===== src/rtl/mem_pkg.sv =====
// mem_pkg: shared widths, bank field positions and grant encoding for the memory initiator
package mem_pkg;
  localparam int MEM_AW = 11;
  localparam int MEM_DW = 8;
  localparam int BANK_MSB = 10;
  localparam int SUBBANK_MSB = 8;
  typedef enum logic {GRANT_WR = 1'b0, GRANT_RD = 1'b1} grant_e;
endpackage


===== src/rtl/mem_rsp_fifo.sv =====
// mem_rsp_fifo: synchronous FIFO buffering {addr, data} read responses
// ports: clk/rst; push+din write side; pop+dout read side (dout is 0 when empty); full, empty, count status
module mem_rsp_fifo #(
  parameter int DEPTH = 4,
  parameter int W = 19
) (
  input  logic                       clk,
  input  logic                       rst,
  input  logic                       push,
  input  logic                       pop,
  input  logic [W-1:0]               din,
  output logic [W-1:0]               dout,
  output logic                       full,
  output logic                       empty,
  output logic [$clog2(DEPTH+1)-1:0] count
);
  localparam int PW = $clog2(DEPTH);
  localparam int CW = $clog2(DEPTH + 1);
  logic [W-1:0] ram_q [DEPTH];
  logic [W-1:0] ram_d [DEPTH];
  logic [PW-1:0] wr_q, wr_d, rd_q, rd_d;
  logic [CW-1:0] cnt_q, cnt_d;
  logic do_push, do_pop;
  always_comb begin
    empty = cnt_q == '0;
    full = cnt_q == CW'(DEPTH);
    do_pop = pop & !empty;
    do_push = push & (!full | do_pop);
    ram_d = ram_q;
    if (do_push) ram_d[wr_q] = din;
    wr_d = do_push ? (wr_q == PW'(DEPTH - 1) ? '0 : wr_q + PW'(1)) : wr_q;
    rd_d = do_pop ? (rd_q == PW'(DEPTH - 1) ? '0 : rd_q + PW'(1)) : rd_q;
    cnt_d = cnt_q + CW'(do_push) - CW'(do_pop);
    dout = empty ? '0 : ram_q[rd_q];
    count = cnt_q;
  end
  always_ff @(posedge clk) begin
    if (rst) begin
      ram_q <= '{default: '0};
      wr_q <= '0;
      rd_q <= '0;
      cnt_q <= '0;
    end else begin
      ram_q <= ram_d;
      wr_q <= wr_d;
      rd_q <= rd_d;
      cnt_q <= cnt_d;
    end
  end
endmodule


===== src/rtl/mem_access_ctrl.sv =====
// mem_access_ctrl: arbitrates client writes/reads onto a 1-cycle-read memory and buffers read responses
// ports: clk/rst; wr_* and rd_* request channels (valid/ready); rsp_* response channel;
//        mem_ren/wen/raddr/waddr/din registered memory commands; mem_dout memory read data
module mem_access_ctrl
  import mem_pkg::*;
#(
  parameter int AW = MEM_AW,
  parameter int DW = MEM_DW,
  parameter int RSP_DEPTH = 4
) (
  input  logic          clk,
  input  logic          rst,
  input  logic          wr_valid,
  output logic          wr_ready,
  input  logic [AW-1:0] wr_addr,
  input  logic [DW-1:0] wr_data,
  input  logic          rd_valid,
  output logic          rd_ready,
  input  logic [AW-1:0] rd_addr,
  output logic          rsp_valid,
  input  logic          rsp_ready,
  output logic [DW-1:0] rsp_data,
  output logic [AW-1:0] rsp_addr,
  output logic          mem_ren,
  output logic          mem_wen,
  output logic [AW-1:0] mem_raddr,
  output logic [AW-1:0] mem_waddr,
  output logic [DW-1:0] mem_din,
  input  logic [DW-1:0] mem_dout
);
  localparam int CW = $clog2(RSP_DEPTH + 3);
  localparam int FCW = $clog2(RSP_DEPTH + 1);
  grant_e last_q, last_d;
  logic mem_ren_q, mem_ren_d, mem_wen_q, mem_wen_d, rd_flag_q, rd_flag_d;
  logic [AW-1:0] mem_raddr_q, mem_raddr_d, mem_waddr_q, mem_waddr_d, rd_addr_q, rd_addr_d;
  logic [DW-1:0] mem_din_q, mem_din_d;
  logic [CW-1:0] cnt;
  logic [FCW-1:0] fifo_count;
  logic fifo_full, fifo_empty, rd_ok, wr_ok, grant_rd, grant_wr;
  logic [AW+DW-1:0] fifo_dout;
  mem_rsp_fifo #(.DEPTH(RSP_DEPTH), .W(AW + DW)) u_fifo (
    .clk(clk),
    .rst(rst),
    .push(rd_flag_q),
    .pop(rsp_ready),
    .din({rd_addr_q, mem_dout}),
    .dout(fifo_dout),
    .full(fifo_full),
    .empty(fifo_empty),
    .count(fifo_count)
  );
  always_comb begin
    // every read in the pipe already owns a FIFO slot, so pushes never hit a full FIFO
    cnt = CW'(mem_ren_q) + CW'(rd_flag_q) + CW'(fifo_count);
    rd_ok = rd_valid & !rst & !fifo_full & (cnt < CW'(RSP_DEPTH));
    wr_ok = wr_valid & !rst;
    grant_rd = rd_ok & (!wr_ok | last_q == GRANT_WR);
    grant_wr = wr_ok & !grant_rd;
    // only contested cycles flip the round-robin pointer
    last_d = (rd_ok & wr_ok) ? (grant_rd ? GRANT_RD : GRANT_WR) : last_q;
    mem_ren_d = grant_rd;
    mem_wen_d = grant_wr;
    mem_raddr_d = grant_rd ? rd_addr : mem_raddr_q;
    mem_waddr_d = grant_wr ? wr_addr : mem_waddr_q;
    mem_din_d = grant_wr ? wr_data : mem_din_q;
    rd_flag_d = mem_ren_q;
    rd_addr_d = mem_ren_q ? mem_raddr_q : rd_addr_q;
    wr_ready = grant_wr;
    rd_ready = grant_rd;
    rsp_valid = !fifo_empty;
    {rsp_addr, rsp_data} = fifo_dout;
    mem_ren = mem_ren_q;
    mem_wen = mem_wen_q;
    mem_raddr = mem_raddr_q;
    mem_waddr = mem_waddr_q;
    mem_din = mem_din_q;
  end
  always_ff @(posedge clk) begin
    if (rst) begin
      last_q <= GRANT_WR;
      mem_ren_q <= 1'b0;
      mem_wen_q <= 1'b0;
      mem_raddr_q <= '0;
      mem_waddr_q <= '0;
      mem_din_q <= '0;
      rd_flag_q <= 1'b0;
      rd_addr_q <= '0;
    end else begin
      last_q <= last_d;
      mem_ren_q <= mem_ren_d;
      mem_wen_q <= mem_wen_d;
      mem_raddr_q <= mem_raddr_d;
      mem_waddr_q <= mem_waddr_d;
      mem_din_q <= mem_din_d;
      rd_flag_q <= rd_flag_d;
      rd_addr_q <= rd_addr_d;
    end
  end
endmodule


===== config.mk =====
export PLATFORM = sky130hd
export DESIGN_NAME = mem_access_ctrl
export DESIGN_NICKNAME = d
export VERILOG_FILES = /design/src/rtl/mem_pkg.sv /design/src/rtl/mem_rsp_fifo.sv /design/src/rtl/mem_access_ctrl.sv
export SDC_FILE = /design/constraint.sdc
export NUM_CORES = 1
export LEC_CHECK = 0
export ABC_AREA = 0
export BUFFER_PORTS_ARGS = -buffer_cell sky130_fd_sc_hd__buf_2
export CAP_MARGIN = 20
export CORE_ASPECT_RATIO = 1.4
export CORE_MARGIN = 2
export CORE_UTILIZATION = 50
export DETAILED_ROUTE_END_ITERATION = 7
export GPL_TIMING_DRIVEN = 0
export PLACE_DENSITY = 0.74
export SLEW_MARGIN = 5
export SYNTH_ARGS = -nofsm -noshare
export SYNTH_HDL_FRONTEND = slang
export SYNTH_SLANG_ARGS = --single-unit

===== constraint.sdc =====
create_clock -name clk -period 2.8 [get_ports clk]
set_clock_uncertainty 0.15 [all_clocks]
set_input_delay 0.14 -clock clk [delete_from_list [all_inputs] [get_ports clk]]
set_output_delay 0.14 -clock clk [all_outputs]
set_load 0.05 [all_outputs]

==> metrics.cfg <==
[run_status]
status = completed

[worst_setup_path]
critical_path_buf_inv_count = 2
max_stage_delay_ns = 0.41
cp_cell_sequence = ha_1 -> a21oi_2 -> nor3_1 -> o41a_1 -> buf_4 -> nor2b_2 -> clkbuf_4
required_ns = 2.51
endpoint_kind = output port
cpLargestDelayFamily = compound AO/OA/AOI/OAI gates
start_kind = flip-flop
critical_path_class = reg2out
cp.arrival_ns = 2.38
crit_fanout = 10
critPathSlowestCell = o41a_1

[timing]
rsz0062_at_grt = no
finalSetupTns_ns = 0
worst_slew_pin_slew_ns = 0.6734
fin_crit_ns = 2.669
finalHoldViolCount = 0
timing.final.crit_share_pct = 95.33
fmax_ghz = 0.3746
maxSlewViolCount = 0
setup_viol = 0
maxSlewHeadroom_pct = 55.11

[clocking]
post-cts-setup-buffer-count = 0
cts.sinks = 128
htree_num_levels = 4
clkTransAtPathRegs_ns = 0.06
max-clock-path-buffers = 2
cts_inserted_buffers = 17
cts_tree = done
insertion_delay_ns = 0.41
root_buffer = clkbuf_16

[logic_synthesis]
yosysSeqAreaShare_pct = 45.87
synth_edf_count = 0
avgSynthCellArea_um2 = 10.54
synth-xor-area-share_pct = 0.3135
synth_compound_area_share_pct = 3.516
ys.flop_type = dfxtp_1
syn_inst = 530
synth_top_family_by_area = multiplexers
synth-simple-area-share_pct = 16.51
synth_async_sr_flop_share_pct = 0
synth_seq_cells = 128
synth.mux.area_fraction_pct = 26.83
synth_nets = 581
synth-adder-area-share_pct = 1.926
syn-cell-area_um2 = 5587
yosys_warnings = 0
synth.distinct_cells = 34

[routing]
drt-total-wl_um = 13150
highest_layer = met4
drt-initial-drc-count = 198
route.detailed.drc = 0
dr_wl_met3_um = 722
drtPass1Iterations = 4
vias_per_cell = 5.204
wl_met2_um = 7130
wirelength_met1_um = 5090
dr_total_vias = 4361
ant_nets = 0
wl_per_cell_um = 15.70

[grt]
antenna_found_initial = 0
grt_overflow = 0
grt_pass1_vias = 4617
grt_pass1_wl_um = 21690
grt_max_degree = 17
track_usage_pct = 23.29

[pwr]
p_per_area_nw_per_um2 = 708.2
peakVddDrop_mv = 0.3877
leakagePower_nw = 3.515

[final_layout]
regArea_um2 = 2564
num-fill-cells = 825
fin_nets = 736
area_delta_synth_final_pct = 29.47
multi_input_area_um2 = 2753
final_layout_size_suffix_gt1_share_pct = 24.10
antenna_cells = 0
fin_util_pct = 66.56

[die]
fp.dieH_um = 129.1
dieArea_um2 = 12050
initial_core_util_pct = 51.41
core_um2 = 10870
pin_count = 97
chipWidth_um = 93.34
std_cell_rows = 45

[placed_design]
dp_hpwl_um = 8755
portBuffers = 96
gp_congestion = 0.7701

[hold_path]
min_path_type = in2reg

[job]
max-cap-violations = 0

[routing by layer]
layer  track usage, %  up-vias
li1                 -     2126
met1            23.38     2099
met2            44.44      119
met3            8.140       17
met4            7.266        0
met5                0        -
[report_power, final]
part | internal, mW | switching [mW] | total (mW)
clock | 1.34 | 0.781 | 2.13
sequential | 1.91 | 0.0742 | 1.98
combinational | 0.373 | 0.642 | 1.02
[tightest hold or removal path: cells and delay by family]
kind / cells / cell delay (ns)
and+or+nand+nor: 2 / 0.20
buffers and inverters: 1 / 0.11
AOI/OAI and AO/OA: 1 / 0.06
[state kept, by name (all words and copies together) (netlist names), 2 cells and up]
signal,flops
u_fifo.rd_q,2
mem_waddr,11
u_fifo.ram_q,76
u_fifo.count,3
u_fifo.wr_q,2
mem_raddr,11
rd_addr_q,11
mem_din,8
[stage by stage]
step	hold slack, ns	setup slack, ns	cell area [um^2]	power, mW	std cells
after floorplan	0.1339	0.1582	5589	2.730	530
after global placement	0.2527	0.3839	6246	2.965	767
after detailed placement	0.2585	0.3554	6246	2.983	767
after CTS	0.006784	0.02805	7221	5.145	838
after global routing	0.03038	0.01761	7233	5.325	838
final	0.006291	0.1306	7233	5.123	838
[area by class of cell]
cell class / count / area share [%]
clock buffers: 21 / 6.366
well taps: 141 / 2.439
flip-flops and latches: 128 / 35.44
clock inverters: 10 / 1.557
plain buffers: 39 / 3.563
multi-input cells: 356 / 38.06
inverters: 7 / 0.3633
repair buffers: 136 / 12.21
[cells by family (layout without fill, tap and decap cells)]
family          after synthesis  in the layout
flops                       128            128
mux                         126            126
simple gates                185            185
xor+xnor                      2              2
compound gates               35             35
buf+inv                      46            213
fa+ha+maj                     8              8
[cells in the final DEF, fill, tap and decap left out, drive strengths merged]
cell type / n
and2: 20
nand2b: 38
xnor2: 2
inv: 7
ha: 7
nand3: 17
bufinv: 2
clkinvlp: 5
nor2b: 5
or3: 3
clkbuf: 46
nand2: 8
clkinv: 3
mux2i: 107
dfxtp: 128
or4: 1
o2111a: 1
mux4: 19
and4: 1
a21oi: 18
nor3: 1
dlygate4sd3: 40
o21ai: 12
nand4: 1
o41a: 1
o2111ai: 1
nor2: 89
o31ai: 1
or4b: 1
fa: 1
buf: 110
a21o: 1
[synth_stat cells, drive strengths merged (2+ instances only)]
cell type | instances | share of area (%)
nor2b | 5 | 0.56
buf | 15 | 3.0
mux2i | 107 | 19
o21ai | 12 | 1.1
xnor2 | 2 | 0.31
nand3 | 17 | 1.9
inv | 7 | 0.47
mux4 | 19 | 7.7
clkbuf | 24 | 1.6
nand2 | 8 | 0.54
dfxtp | 128 | 46
nand2b | 38 | 4.3
or3 | 3 | 0.36
and2 | 20 | 2.3
a21oi | 18 | 1.6
nor2 | 89 | 6.0
ha | 7 | 1.6
[final timing paths]
path / cells past startpoint / startpoint / to / slack (ns)
setup reg to reg: 9 / u_fifo.count[2] / u_fifo.count[2] / 0.36
hold reg to reg: 2 / mem_din[2] / mem_din[2] / 0.32
hold / removal: 4 / rsp_ready / u_fifo.rd_q[0] / 0.006
setup / recovery: 7 / mem_ren / wr_ready / 0.13
[timing repair]
item	CTS	global route
resized for setup	1	5
pin swaps	0	0
hold buffers	40	0
setup endpoints to repair	1	1
hold endpoints to repair	64	0
Note: power is estimated with default switching activity, not from simulation.
